<file path="config.mk">
export PLATFORM = sky130hd
export DESIGN_NAME = mc_tag_lookup
export DESIGN_NICKNAME = d
export VERILOG_FILES = /design/src/rtl/mc_tag_lookup.sv
export SDC_FILE = /design/constraint.sdc
export NUM_CORES = 1
export LEC_CHECK = 0
export BUFFER_PORTS_ARGS = -buffer_cell sky130_fd_sc_hd__buf_2
export CAP_MARGIN = 20
export CORE_ASPECT_RATIO = 1.5
export CORE_MARGIN = 5
export CORE_UTILIZATION = 25
export DETAILED_ROUTE_END_ITERATION = 8
export PLACE_DENSITY = 0.58
export SLEW_MARGIN = 25
export SYNTH_ARGS = -nofsm -noshare
export SYNTH_HDL_FRONTEND = slang
export SYNTH_SLANG_ARGS = --single-unit
</file>
<file path="constraint.sdc">
create_clock -name clk -period 3.1 [get_ports clk]
set_input_delay 0.31 -clock clk [delete_from_list [all_inputs] [get_ports clk]]
set_output_delay 0.31 -clock clk [all_outputs]
set_load 0.01 [all_outputs]
</file>
<file path="src/rtl/mc_tag_lookup.sv">
// mc_tag_lookup: lookup/update engine for N_WAYS tag RAMs that share one set index.
// Takes one access at a time (idx, tag, write). It reads all ways, reports hit/miss
// and the LRU victim, and writes back the per-set LRU ages.
// On a miss the new tag is committed only when the line fill completes.
// Ports:
//   clk, rst                  clock, asynchronous active-high reset
//   req_*                     request handshake (req_ready high only in IDLE)
//   rsp_*                     one-cycle result pulse: hit/way and victim info
//   fill_done / fill_abort    miss resolution from the line-fill side
//   tr_r_*                    tag RAM read port (data returns 1 cycle after tr_r_ena)
//   tr_w_*                    tag RAM write port with per-way, per-field write enables
module mc_tag_lookup #(
    parameter int unsigned IDX_WIDTH = 8,
    parameter int unsigned TAG_WIDTH = 12,
    parameter int unsigned AGE_WIDTH = 2,
    parameter int unsigned N_WAYS    = 4,
    localparam int unsigned WAY_W    = (N_WAYS > 1) ? $clog2(N_WAYS) : 1
) (
    input  logic                          clk,
    input  logic                          rst,
    input  logic                          req_valid,
    output logic                          req_ready,
    input  logic [IDX_WIDTH-1:0]          req_idx,
    input  logic [TAG_WIDTH-1:0]          req_tag,
    input  logic                          req_write,
    output logic                          rsp_valid,
    output logic                          rsp_hit,
    output logic [WAY_W-1:0]              rsp_way,
    output logic                          rsp_vic_valid,
    output logic                          rsp_vic_dirty,
    output logic [TAG_WIDTH-1:0]          rsp_vic_tag,
    input  logic                          fill_done,
    input  logic                          fill_abort,
    output logic [IDX_WIDTH-1:0]          tr_r_idx,
    output logic                          tr_r_ena,
    input  logic [N_WAYS-1:0]             tr_r_valid,
    input  logic [N_WAYS-1:0]             tr_r_dirty,
    input  logic [N_WAYS*AGE_WIDTH-1:0]   tr_r_age,
    input  logic [N_WAYS*TAG_WIDTH-1:0]   tr_r_tag,
    output logic [IDX_WIDTH-1:0]          tr_w_idx,
    output logic [N_WAYS-1:0]             tr_w_ena,
    output logic [N_WAYS-1:0]             tr_w_valid_we,
    output logic                          tr_w_valid,
    output logic [N_WAYS-1:0]             tr_w_dirty_we,
    output logic                          tr_w_dirty,
    output logic [N_WAYS-1:0]             tr_w_age_we,
    output logic [N_WAYS*AGE_WIDTH-1:0]   tr_w_age,
    output logic [N_WAYS-1:0]             tr_w_tag_we,
    output logic [TAG_WIDTH-1:0]          tr_w_tag
);

    localparam logic [1:0] ST_IDLE = 2'd0;
    localparam logic [1:0] ST_CMP  = 2'd1;
    localparam logic [1:0] ST_RESP = 2'd2;
    localparam logic [1:0] ST_WAIT = 2'd3;

    localparam logic [AGE_WIDTH-1:0] AGE_MAX = '1;

    logic [1:0]                  state_q, state_d;
    logic [IDX_WIDTH-1:0]        idx_q, idx_d;
    logic [TAG_WIDTH-1:0]        tag_q, tag_d;
    logic                        write_q, write_d;
    logic                        hit_q, hit_d;
    logic [WAY_W-1:0]            way_q, way_d;
    logic                        vic_valid_q, vic_valid_d;
    logic                        vic_dirty_q, vic_dirty_d;
    logic [TAG_WIDTH-1:0]        vic_tag_q, vic_tag_d;
    logic [N_WAYS*AGE_WIDTH-1:0] ages_q, ages_d;

    logic                        cmp_hit, hit_found, inv_found;
    logic [WAY_W-1:0]            cmp_way, hit_way, inv_way, max_way;
    logic [AGE_WIDTH-1:0]        max_age, acc_age, age_w;
    logic                        cmp_vic_valid, cmp_vic_dirty;
    logic [TAG_WIDTH-1:0]        cmp_vic_tag;
    logic [N_WAYS*AGE_WIDTH-1:0] cmp_ages;
    logic [N_WAYS-1:0]           way_onehot;

    // Tag compare, victim choice and next LRU ages from the RAM read data.
    always_comb begin
        hit_found     = 1'b0;
        inv_found     = 1'b0;
        hit_way       = '0;
        inv_way       = '0;
        max_way       = '0;
        max_age       = '0;
        acc_age       = '0;
        age_w         = '0;
        cmp_vic_valid = 1'b0;
        cmp_vic_dirty = 1'b0;
        cmp_vic_tag   = '0;
        cmp_ages      = '0;
        for (int w = 0; w < N_WAYS; w++) begin
            age_w = tr_r_age[w*AGE_WIDTH +: AGE_WIDTH];
            if (!hit_found && tr_r_valid[w] && (tr_r_tag[w*TAG_WIDTH +: TAG_WIDTH] == tag_q)) begin
                hit_found = 1'b1;
                hit_way   = WAY_W'(w);
            end
            if (!inv_found && !tr_r_valid[w]) begin
                inv_found = 1'b1;
                inv_way   = WAY_W'(w);
            end
            // strict compare keeps the lowest index among equal maximum ages
            if (age_w > max_age) begin
                max_age = age_w;
                max_way = WAY_W'(w);
            end
        end
        cmp_hit = hit_found;
        cmp_way = hit_found ? hit_way : (inv_found ? inv_way : max_way);
        for (int w = 0; w < N_WAYS; w++) begin
            if (WAY_W'(w) == cmp_way) begin
                acc_age       = tr_r_age[w*AGE_WIDTH +: AGE_WIDTH];
                cmp_vic_valid = tr_r_valid[w];
                cmp_vic_dirty = tr_r_dirty[w];
                cmp_vic_tag   = tr_r_tag[w*TAG_WIDTH +: TAG_WIDTH];
            end
        end
        // accessed way becomes youngest; ways younger than it age by one
        for (int w = 0; w < N_WAYS; w++) begin
            age_w = tr_r_age[w*AGE_WIDTH +: AGE_WIDTH];
            if (WAY_W'(w) == cmp_way) begin
                cmp_ages[w*AGE_WIDTH +: AGE_WIDTH] = '0;
            end else if (age_w < acc_age) begin
                cmp_ages[w*AGE_WIDTH +: AGE_WIDTH] = (age_w == AGE_MAX) ? age_w : age_w + AGE_WIDTH'(1);
            end else begin
                cmp_ages[w*AGE_WIDTH +: AGE_WIDTH] = age_w;
            end
        end
    end

    assign way_onehot = N_WAYS'(1) << way_q;

    // Next-state, capture and tag RAM write strobes.
    always_comb begin
        state_d       = state_q;
        idx_d         = idx_q;
        tag_d         = tag_q;
        write_d       = write_q;
        hit_d         = hit_q;
        way_d         = way_q;
        vic_valid_d   = vic_valid_q;
        vic_dirty_d   = vic_dirty_q;
        vic_tag_d     = vic_tag_q;
        ages_d        = ages_q;
        tr_w_ena      = '0;
        tr_w_valid_we = '0;
        tr_w_valid    = 1'b0;
        tr_w_dirty_we = '0;
        tr_w_dirty    = 1'b0;
        tr_w_age_we   = '0;
        tr_w_age      = '0;
        tr_w_tag_we   = '0;
        tr_w_tag      = '0;
        case (state_q)
            ST_IDLE: begin
                if (req_valid) begin
                    idx_d   = req_idx;
                    tag_d   = req_tag;
                    write_d = req_write;
                    state_d = ST_CMP;
                end
            end
            ST_CMP: begin
                hit_d       = cmp_hit;
                way_d       = cmp_way;
                vic_valid_d = cmp_vic_valid;
                vic_dirty_d = cmp_vic_dirty;
                vic_tag_d   = cmp_vic_tag;
                ages_d      = cmp_ages;
                state_d     = ST_RESP;
            end
            ST_RESP: begin
                if (hit_q) begin
                    tr_w_ena    = '1;
                    tr_w_age_we = '1;
                    tr_w_age    = ages_q;
                    if (write_q) begin
                        tr_w_dirty_we = way_onehot;
                        tr_w_dirty    = 1'b1;
                    end
                    state_d = ST_IDLE;
                end else begin
                    state_d = ST_WAIT;
                end
            end
            ST_WAIT: begin
                // fill_done takes priority when both arrive together
                if (fill_done) begin
                    tr_w_ena      = '1;
                    tr_w_age_we   = '1;
                    tr_w_age      = ages_q;
                    tr_w_valid_we = way_onehot;
                    tr_w_valid    = 1'b1;
                    tr_w_dirty_we = way_onehot;
                    tr_w_dirty    = write_q;
                    tr_w_tag_we   = way_onehot;
                    tr_w_tag      = tag_q;
                    state_d       = ST_IDLE;
                end else if (fill_abort) begin
                    state_d = ST_IDLE;
                end
            end
            default: state_d = ST_IDLE;
        endcase
    end

    always_ff @(posedge clk or posedge rst) begin
        if (rst) begin
            state_q     <= ST_IDLE;
            idx_q       <= '0;
            tag_q       <= '0;
            write_q     <= 1'b0;
            hit_q       <= 1'b0;
            way_q       <= '0;
            vic_valid_q <= 1'b0;
            vic_dirty_q <= 1'b0;
            vic_tag_q   <= '0;
            ages_q      <= '0;
        end else begin
            state_q     <= state_d;
            idx_q       <= idx_d;
            tag_q       <= tag_d;
            write_q     <= write_d;
            hit_q       <= hit_d;
            way_q       <= way_d;
            vic_valid_q <= vic_valid_d;
            vic_dirty_q <= vic_dirty_d;
            vic_tag_q   <= vic_tag_d;
            ages_q      <= ages_d;
        end
    end

    // Reads are launched straight from the request so data lands in CMP.
    assign req_ready     = (state_q == ST_IDLE);
    assign tr_r_ena      = (state_q == ST_IDLE) && req_valid;
    assign tr_r_idx      = req_idx;
    assign tr_w_idx      = idx_q;
    assign rsp_valid     = (state_q == ST_RESP);
    assign rsp_hit       = hit_q;
    assign rsp_way       = way_q;
    assign rsp_vic_valid = vic_valid_q;
    assign rsp_vic_dirty = vic_dirty_q;
    assign rsp_vic_tag   = vic_tag_q;

endmodule
</file>
# [Word-level counts from Yosys, hierarchy flattened]
# Cells that the tools add are included.
[word_totals] regBits=48 word_cells=136
[op_classes] n_addsub=4 n_eq_ne=16 order_cmp=8 n_mux=74 shifts=1 n_reduce_logical=23
[ops] cell="$mux 12" count=6
[ops] cell="$mux 2" count=31
[ops] cell="$eq 12x12->1" count=4
[ops] cell="$mux 1" count=24
[ops] cell="$mux 4" count=6
[ops] cell="$mux 8" count=2
[ops] cell="$pmux 4 s2" count=2
[ops] cell="$pmux 8 s2" count=1
[ops] cell="$eq 2x2->1 const B" count=6
[ops] cell="$logic_and 1x1->1" count=11
[ops] cell="$add 2x1->2 const B" count=4
[ops] cell="$logic_not 1->1" count=8
[ops] cell="$lt 2x2->1" count=4
[ops] cell="$pmux 2 s4" count=1
[ops] cell="$gt 2x2->1" count=3
[ops] cell="$eq 2x2->1 const A" count=2
[ops] cell="$logic_not 2->1" count=2
[ops] cell="$reduce_and 2->1" count=2
[ops] cell="$shl 1x2->4 const A" count=1
[ops] cell="$ne 3x3->1 const B" count=1
[ops] cell="$eq 1x2->1 const A" count=1
[ops] cell="$eq 2x1->1 const B" count=1
[ops] cell="$gt 2x1->1 const B" count=1
[ops] cell="$ne 2x2->1 const B" count=1
[ops] cell="$pmux 1 s2" count=1

# [Depth between registers and ports, before layout]
# Gate-level depths: netlist of the first run.
[depth] word_depth=24 depth_mapped=25 ltp_nobuf=24

# [Worst setup path after synthesis of the first run]
# Ideal clock, no wire load.
[synth_path] path_kind="in2reg" start="in tr_r_age[3]" end="reg ages_q[0]" slack_ns=-1.493 setup_time_ns=0.099 n_path_buf=1 path_stages=21 required_ns=3.001 arrival_ns=4.494 path_cell_list="inv_1 > ha_1 > o21bai_1 > nand2_1 > o21ai_0 > ha_1 > nor2b_1 > or2_2 > mux2_2 > ha_1 > nand3_1 > o21ai_0 > a31oi_1 > nor3_1 > nor2_2 > buf_2 > mux2_2 > ha_1 > and3_1 > and3_1 > a311oi_1"
[synth_via] elab_chain_cells=16 word_cells_on_any_way=21 classes_between="order compare: 4; eq/ne: 3; mux: 13; reduce/logical: 1"
[synth_lines] item="from (decl)" line_no="38" text="input logic [N_WAYS*AGE_WIDTH-1:0] tr_r_age,"
[synth_lines] item="$gt 2x2->1" line_no="103" text="if (age_w > max_age) begin"
[synth_lines] item="$mux 2" line_no="103"
[synth_lines] item="$gt 2x2->1" line_no="103"
[synth_lines] item="$mux 2" line_no="103"
[synth_lines] item="$gt 2x2->1" line_no="103"
[synth_lines] item="$mux 2" line_no="103"
[synth_lines] item="$mux 2 (2 in series)" line_no="109" text="cmp_way = hit_found ? hit_way : (inv_found ? inv_way : max_way);"
[synth_lines] item="$logic_not 2->1" line_no="111, 121"
[synth_lines] item="$mux 2 (4 in series)" line_no="111" text="if (WAY_W'(w) == cmp_way) begin"
[synth_lines] item="$lt 2x2->1" line_no="123" text="end else if (age_w < acc_age) begin"
[synth_lines] item="$mux 2" line_no="123"
[synth_lines] item="$mux 2 (*)" line_no="121" text="if (WAY_W'(w) == cmp_way) begin"
[synth_lines] item="to (signal assigned)" line_no="229" text="ages_q <= ages_d;"
[synth_lines] item="to (decl)" line_no="68" text="logic [N_WAYS*AGE_WIDTH-1:0] ages_q, ages_d;"
# Mark *: on every way between the ends. The rest lies on a longest branch, timed or not.
# A chain may end at the register's enable or synchronous reset.

# [Worst setup path in the final report of the first run]
[layout_path] start="in tr_r_age[1]" end="reg ages_q[6]"
[layout_via] elab_chain_cells=18 word_cells_on_any_way=23 classes_between="order compare: 5; eq/ne: 3; mux: 14; reduce/logical: 1"
[layout_lines] item="$gt 2x1->1" line_no="103"
[layout_lines] item="$mux 2" line_no="103"
[layout_lines] item="$gt 2x2->1" line_no="103"
[layout_lines] item="$mux 2" line_no="103"
[layout_lines] item="$gt 2x2->1" line_no="103"
[layout_lines] item="$mux 2" line_no="103"
[layout_lines] item="$gt 2x2->1" line_no="103"
[layout_lines] item="$mux 2" line_no="103"
[layout_lines] item="$mux 2 (2 in series)" line_no="109"
[layout_lines] item="$logic_not 2->1" line_no="111"
[layout_lines] item="$mux 2 (4 in series)" line_no="111"
[layout_lines] item="$lt 2x2->1" line_no="123"
[layout_lines] item="$mux 2" line_no="123"
[layout_lines] item="$mux 2 (*)" line_no="121"
# Marks and branches as above.

==> results of run 1 <==
==> kinds of logic after synthesis <==
group,count (synthesis),synth area share [%]
AOI/OAI and AO/OA,61,11.5
DFF,48,30.8
and+or+nand+nor,144,19.7
muxes,52,14.1
xor gates and xnor gates,48,10.8
adders and majority gates,12,3.85
buffers and inverters,63,9.28
==> synth_stat cells, types with 2 or more instances <==
cell type  instances  share of area (%)
mux2_2            23                6.6
nand2b_1           5               0.80
buf_4             22                4.2
ha_1              12                3.9
nor3_1            20                2.6
mux2i_1           29                7.4
o21bai_1           2               0.39
and2_1            21                3.4
inv_1             12                1.2
a21oi_1            9                1.2
a31oi_1            4               0.64
a311oi_1           3               0.67
o21ai_0           15                1.9
or3_1              3               0.48
clkbuf_1          12                1.2
xnor2_1           48                 11
nand4_1            8                1.3
buf_2             15                1.9
nor2_1            25                2.4
nand2_1           32                3.1
or2_2              2               0.32
nand3_1            9                1.2
dfrtp_1           48                 31
a32oi_1            3               0.67
o211ai_1           3               0.58
and3_1             7                1.1
nor2b_1            4               0.64
or4_1              2               0.39
nor4_4             2                1.1
a211o_1           13                2.9
==> flip-flops by register name, indices dropped and copies added (netlist names) <==
name and cells:
rsp_vic_tag 12, tag_q 12, ages_q 8, tr_w_idx 8, rsp_way 2, state_q 2, rsp_hit 1, rsp_vic_dirty 1
rsp_vic_valid 1, write_q 1
==> worst min path at each step <==
stage | endpoint | from | cells after the start | slack [ns]
2_1_floorplan | ages_q[7]$_DFFE_PP0N_ | ages_q[7]$_DFFE_PP0N_ | 2 | 0.44
3_3_place_gp | ages_q[3]$_DFFE_PP0N_ | ages_q[3]$_DFFE_PP0N_ | 2 | 0.47
3_5_place_dp | tr_w_idx[4]$_DFFE_PP0P_ | rst | 2 | 0.45
4_1_cts | tr_w_idx[4]$_DFFE_PP0P_ | rst | 2 | 0.13
5_1_grt | tr_w_idx[3]$_DFFE_PP0P_ | rst | 2 | 0.16
6_report | tr_w_idx[3]$_DFFE_PP0P_ | rst | 2 | 0.10
==> cell type report <==
| class | instances | area share [%] |
|---|---|---|
| Inverter | 12 | 1.12 |
| Tap cell | 203 | 4.37 |
| Antenna cell | 1 | 0.0431 |
| Sequential cell | 48 | 20.7 |
| Multi-Input combinational cell | 318 | 46.5 |
| Timing Repair Buffer | 221 | 23.9 |
| Clock inverter | 3 | 1.18 |
| Clock buffer | 5 | 2.15 |
==> worst max-delay path, cell delays in order <==
cell	delay, ns
buf_12	0.09
inv_12	0.03
ha_4	0.24
o21bai_4	0.15
nand2_2	0.10
nand2_2	0.08
o21ai_4	0.07
ha_4	0.15
o21ba_4	0.19
or2_4	0.25
mux2_4	0.31
ha_4	0.26
nand3_2	0.07
o21ai_2	0.09
a31oi_4	0.12
o311ai_4	0.38
o21ai_1	0.12
mux2_4	0.34
ha_4	0.31
o21ai_2	0.05
a31oi_1	0.14
o311a_1	0.19
o311ai_1	0.10
==> power breakdown <==
part	internal (mW)	leakage, nW	switching [mW]
combinational	1.13	2.20	1.11
clock	0.467	0.0944	0.279
sequential	0.934	0.582	0.368
==> per-stage QoR <==
| step | hold slack (ns) | cell area, um^2 | std cells | power (mW) | setup TNS (ns) |
|---|---|---|---|---|---|
| 6_report | 0.102 | 5810 | 811 | 4.29 | -14.93 |
| 5_1_grt | 0.156 | 5810 | 811 | 4.59 | -17.61 |
| 4_1_cts | 0.126 | 5740 | 809 | 4.31 | -16.20 |
| 3_5_place_dp | 0.453 | 5120 | 783 | 3.43 | -28.12 |
| 3_3_place_gp | 0.466 | 5110 | 783 | 3.36 | -24.66 |
| 2_1_floorplan | 0.442 | 4060 | 428 | 2.72 | -15.37 |
==> per-layer routing <==
layer / track usage, % / vias up / routed length (um)
met5: 0 / - / 0
met3: 3.72 / 21 / 781
met1: 16.0 / 1884 / 5460
met4: 5.74 / 0 / 332
met2: 31.1 / 136 / 8400
li1: - / 1835 / -
==> cell usage in the layout, fill, tap and decap left out, types with 3 or more instances in the layout <==
| cell | n |
|---|---|
| and3_4 | 6 |
| a32oi_1 | 3 |
| a21oi_1 | 7 |
| o21ai_1 | 5 |
| o211ai_1 | 3 |
| o21ai_0 | 4 |
| a211o_1 | 13 |
| and2_1 | 21 |
| nor3_4 | 3 |
| buf_6 | 4 |
| ha_1 | 4 |
| nor3_1 | 17 |
| o21ai_2 | 5 |
| clkbuf_16 | 5 |
| nand3_1 | 7 |
| buf_2 | 165 |
| nor2_1 | 23 |
| dfrtp_1 | 48 |
| inv_1 | 8 |
| nand2b_1 | 3 |
| nand4_1 | 8 |
| mux2i_1 | 27 |
| buf_4 | 42 |
| buf_12 | 6 |
| ha_4 | 8 |
| nor2_4 | 3 |
| nand2_1 | 30 |
| xnor2_1 | 48 |
| mux2_2 | 21 |
==> what timing repair did <==
| item | in CTS | in global routing |
|---|---|---|
| endpoints found under the setup margin | 24 | 24 |
| buffers inserted | 17 | 2 |
| cloned | 3 | 1 |
| pin swaps | 23 | 17 |
| gates resized for setup | 48 | 17 |
==> impl_metrics.yaml, run 1 <==
finish:
  fill_cells: 1572
  area_growth_pct: 49.1
  final_util_pct: 37.5
  drive_gt1_share_pct: 51.2
  regArea_um2: 1200
  multiInputGateArea_um2: 2700
  nets: 708
logic_synthesis:
  synth_ff_type: "dfrtp_1"
  synth_cell_types: 45
  synth.avg_cell_area_um2: 9.11
  syn-instance-count: 428
  synth_edf_count: 0
  ys_warn_count: 0
  ys_seq_elements: 48
  async_flop_share_pct: 100
  yosysSeqAreaShare_pct: 30.8
  syn-cell-area_um2: 3900
  syn-num-nets: 530
cts:
  cts_hold_buf: 0
  clk_pin_slew_ns: 0.07
  clk-insertion-delay-late_ns: 0.30
  clockBufferDepth: 2
  ctsHtreeMaxLevel: 2
  cts_made_buffers: 5
  cts_tree: "built"
  root_buffer: "clkbuf_16"
  numClockSinks: 48
floorplan:
  num_rows: 56
  initial_utilization_pct: 25.2
  die_y_um: 163
  core_area_um2: 15500
  dieArea_um2: 18200
  die_w_um: 112
  io_pins: 168
sta:
  tightest_slew_ns: 0.641
  slew_viol_final: 0
  hold_viol: 0
  setup_viol: 24
  rsz0062_at_grt: "true"
  period_share_pct: 129
  finClkSkew_ns: 0.00458
  setup_slack_ns: -0.910
  slew_headroom_pct: 57.3
  layout_min_cycle_time_ns: 4.01
  timing.fmax_mhz: 249
global_routing:
  grt_util_all_layers_pct: 15.8
  grt_pass1_vias: 4298
  grt_overflow: 0
  grt_pass1_wl_um: 22700
  grt_max_degree: 49
  antenna_found_initial: 2
setup_path:
  crit_type: "input port to flop"
  reg2reg_depth: 11
  r2r_end: "ages_q[6]$_DFFE_PP0N_"
  crit_fanout: 6
  critPathLaunch: "tr_r_age[1]"
  critPathLaunchType: "input port"
  cp.arrival_ns: 4.18
  critPathRequiredTime_ns: 3.27
  setup.worst_path.end: "ages_q[6]$_DFFE_PP0N_"
  r2r_setup_slack_ns: -0.07
  timing.rr.start: "tag_q[1]$_DFFE_PP0P_"
  endpoint_kind: "flop"
pwr:
  p_leak_nw: 2.88
  p_per_area_nw_per_um2: 739
  irDropWorstVdd_uv: 354
status:
  outcome: "finished, violations left"
  violations: "negative setup slack"
place:
  dp_hpwl_um: 11600
  port_buffers: 167
  gp_congestion: 0.786
  dp_worst_setup_slack_ns: -1.42
detailed_routing:
  via_per_inst: 4.78
  vias: 3876
  wire_per_inst_um: 18.5
  drc: 0
  wirelength_um: 15000
  firstDrtPassIters: 4
  drt_iter0_drc: 135
  antenna_left: 0
min_path:
  min_path_type: "input port to asynchronous set/reset pin"
run:
  max-cap-violations: 0
Power figures use the tool's default switching activity.
==> run 2: changes to the inputs <==
--- a/config.mk
+++ b/config.mk
@@ -9,9 +9,9 @@
 export CAP_MARGIN = 20
 export CORE_ASPECT_RATIO = 1.5
 export CORE_MARGIN = 5
-export CORE_UTILIZATION = 25
+export CORE_UTILIZATION = 30
 export DETAILED_ROUTE_END_ITERATION = 8
-export PLACE_DENSITY = 0.58
+export PLACE_DENSITY = 0.64
 export SLEW_MARGIN = 25
 export SYNTH_ARGS = -nofsm -noshare
 export SYNTH_HDL_FRONTEND = slang
==> constraint.sdc (replaced) <==
create_clock -name clk -period 5.07 [get_ports clk]
set_input_delay 0.507 -clock clk [delete_from_list [all_inputs] [get_ports clk]]
set_output_delay 0.507 -clock clk [all_outputs]
set_load 0.01 [all_outputs]
==> impl_metrics.yaml, run 2 (same netlist as run 1, synthesis figures left out) <==
status:
  outcome: "finished, final reports clean"
cts:
  clk-insertion-delay-late_ns: 0.30
  clk_pin_slew_ns: 0.08
  postCtsSetupBuffers: 0
  cts_tree: "built"
  cts_made_buffers: 5
  numClockSinks: 48
  ctsHtreeMaxLevel: 2
  cts_hold_buf: 0
  clockBufferDepth: 2
  root_buffer: "clkbuf_16"
  cts_resized: 0
pwr:
  p_clk_share_pct: 18.6
  p_int_mw: 1.43
  netSwitchingPower_uw: 992
  p_per_area_nw_per_um2: 499
  p_sw_share_pct: 40.9
  irDropWorstVdd_uv: 239
  p_comb_share_pct: 48.5
  p_leak_nw: 2.53
  seq_power_share_pct: 32.8
finish:
  final_util_pct: 37.7
  drive_gt1_share_pct: 38.8
  nets: 658
  fill_cells: 1364
  layout_common_cells: "167 x buf_2, 48 x xnor2_1, 48 x dfrtp_1"
  antennaDiodeCount: 0
  area_growth_pct: 24.6
  mostFrequentLayoutCell: "buf_2"
place:
  dp_hpwl_um: 10500
  port_buffers: 167
  dp_worst_setup_slack_ns: 0.0601
  gp_congestion: 0.842
detailed_routing:
  via_per_inst: 5.01
  vias: 3589
  firstDrtPassIters: 4
  antenna_left: 0
  drc: 0
  wire_per_inst_um: 18.2
  wirelength_um: 13100
  drt_iter0_drc: 122
sta:
  setup_viol: 0
  layout_min_cycle_time_ns: 4.75
  slew_viol_final: 0
  rsz0062_at_grt: "false"
  timing.fmax_mhz: 211
  hold_viol: 0
  finClkSkew_ns: 0.0122
  setup_slack_ns: 0.321
  fin_setup_tns_ns: 0
  tightest_slew_ns: 0.874
  period_share_pct: 93.7
  holdWs_ns: 0.300
  slew_headroom_pct: 41.6
setup_path:
  crit_type: "input port to flop"
  critPathLaunchType: "input port"
  timing.rr.start: "tag_q[1]$_DFFE_PP0P_"
  setup.worst_path.end: "ages_q[4]$_DFFE_PP0N_"
  cp.arrival_ns: 4.91
  r2r_end: "ages_q[4]$_DFFE_PP0N_"
  critPathLaunch: "tr_r_age[3]"
  reg2reg_depth: 11
  r2r_setup_slack_ns: 1.66
  critPathRequiredTime_ns: 5.23
  crit_fanout: 6
  endpoint_kind: "flop"
global_routing:
  grt_util_all_layers_pct: 16.8
  grt_pass1_wl_um: 19900
  grt_max_degree: 49
  grt_overflow: 0
  antenna_found_initial: 0
  grt_pass1_vias: 3733
floorplan:
  dieArea_um2: 15400
  die_w_um: 103
  initial_utilization_pct: 30.2
  num_rows: 51
  core_area_um2: 12900
  io_pins: 168
  die_y_um: 150
run:
  max-cap-violations: 0
min_path:
  min_path_type: "input port to asynchronous set/reset pin"
[run 2: changes by cell type in the layout (fill, tap and decap cells not counted), sizes merged]
cell   delta
buf      -49
or3       -1
diode     -1
[run 2: per-layer routing]
| layer | vias up | GRT usage (%) | share of wire, % |
|---|---|---|---|
| met5 | - | 0 | 0 |
| met4 | 0 | 6.55 | 3.3 |
| met3 | 30 | 3.08 | 6.4 |
| met2 | 146 | 30.0 | 53 |
| met1 | 1683 | 19.3 | 38 |
| li1 | 1730 | - | - |
[run 2: cell type report]
cell class                      instances  area [um^2]  share of cell area (%)
Clock buffer                            5          125                    2.58
Clock inverter                          3         68.8                    1.42
Inverter                               12         47.5                   0.979
Multi-Input combinational cell        317         2340                    48.2
Sequential cell                        48         1200                    24.7
Tap cell                              159          199                    4.10
Timing Repair Buffer                  172          873                    18.0
[run 2: per-stage QoR]
stage	area, um^2	power (mW)	instances
6_report	4860	2.42	716
5_1_grt	4860	2.60	716
4_1_cts	4860	2.47	716
3_5_place_dp	4660	2.01	708
3_3_place_gp	4660	1.97	708
2_1_floorplan	3900	1.63	428
[run 2: power groups by stage]
stage	combinational [mW]	clock, mW	sequential [mW]
floorplan	0.934	0	0.698
global placement	1.18	0	0.796
detailed placement	1.20	0	0.807
CTS	1.20	0.466	0.801
global route	1.30	0.474	0.830
finish	1.18	0.452	0.795
[run 2: worst min-delay path by stage]
stage	endpoint	start	slack, ns
6_report	tr_w_idx[4]$_DFFE_PP0P_	rst	0.30
5_1_grt	tr_w_idx[3]$_DFFE_PP0P_	rst	0.37
4_1_cts	tr_w_idx[3]$_DFFE_PP0P_	rst	0.33
3_5_place_dp	ages_q[7]$_DFFE_PP0N_	ages_q[7]$_DFFE_PP0N_	0.46
3_3_place_gp	ages_q[3]$_DFFE_PP0N_	ages_q[3]$_DFFE_PP0N_	0.46
2_1_floorplan	ages_q[1]$_DFFE_PP0N_	ages_q[1]$_DFFE_PP0N_	0.44
[run 2: critical path, cell delays in order]
cell	delay (ns)
buf_2	0.12
inv_1	0.08
ha_1	0.31
o21bai_1	0.17
nand2_1	0.09
o21ai_0	0.21
ha_1	0.26
nor2b_1	0.14
or2_2	0.29
mux2_2	0.28
ha_1	0.27
nand3_1	0.06
o21ai_0	0.10
a31oi_1	0.19
o311ai_4	0.41
a21oi_1	0.16
mux2_2	0.34
ha_1	0.31
nor3_1	0.26
nand2_1	0.10
a32oi_1	0.20
a311oi_1	0.06
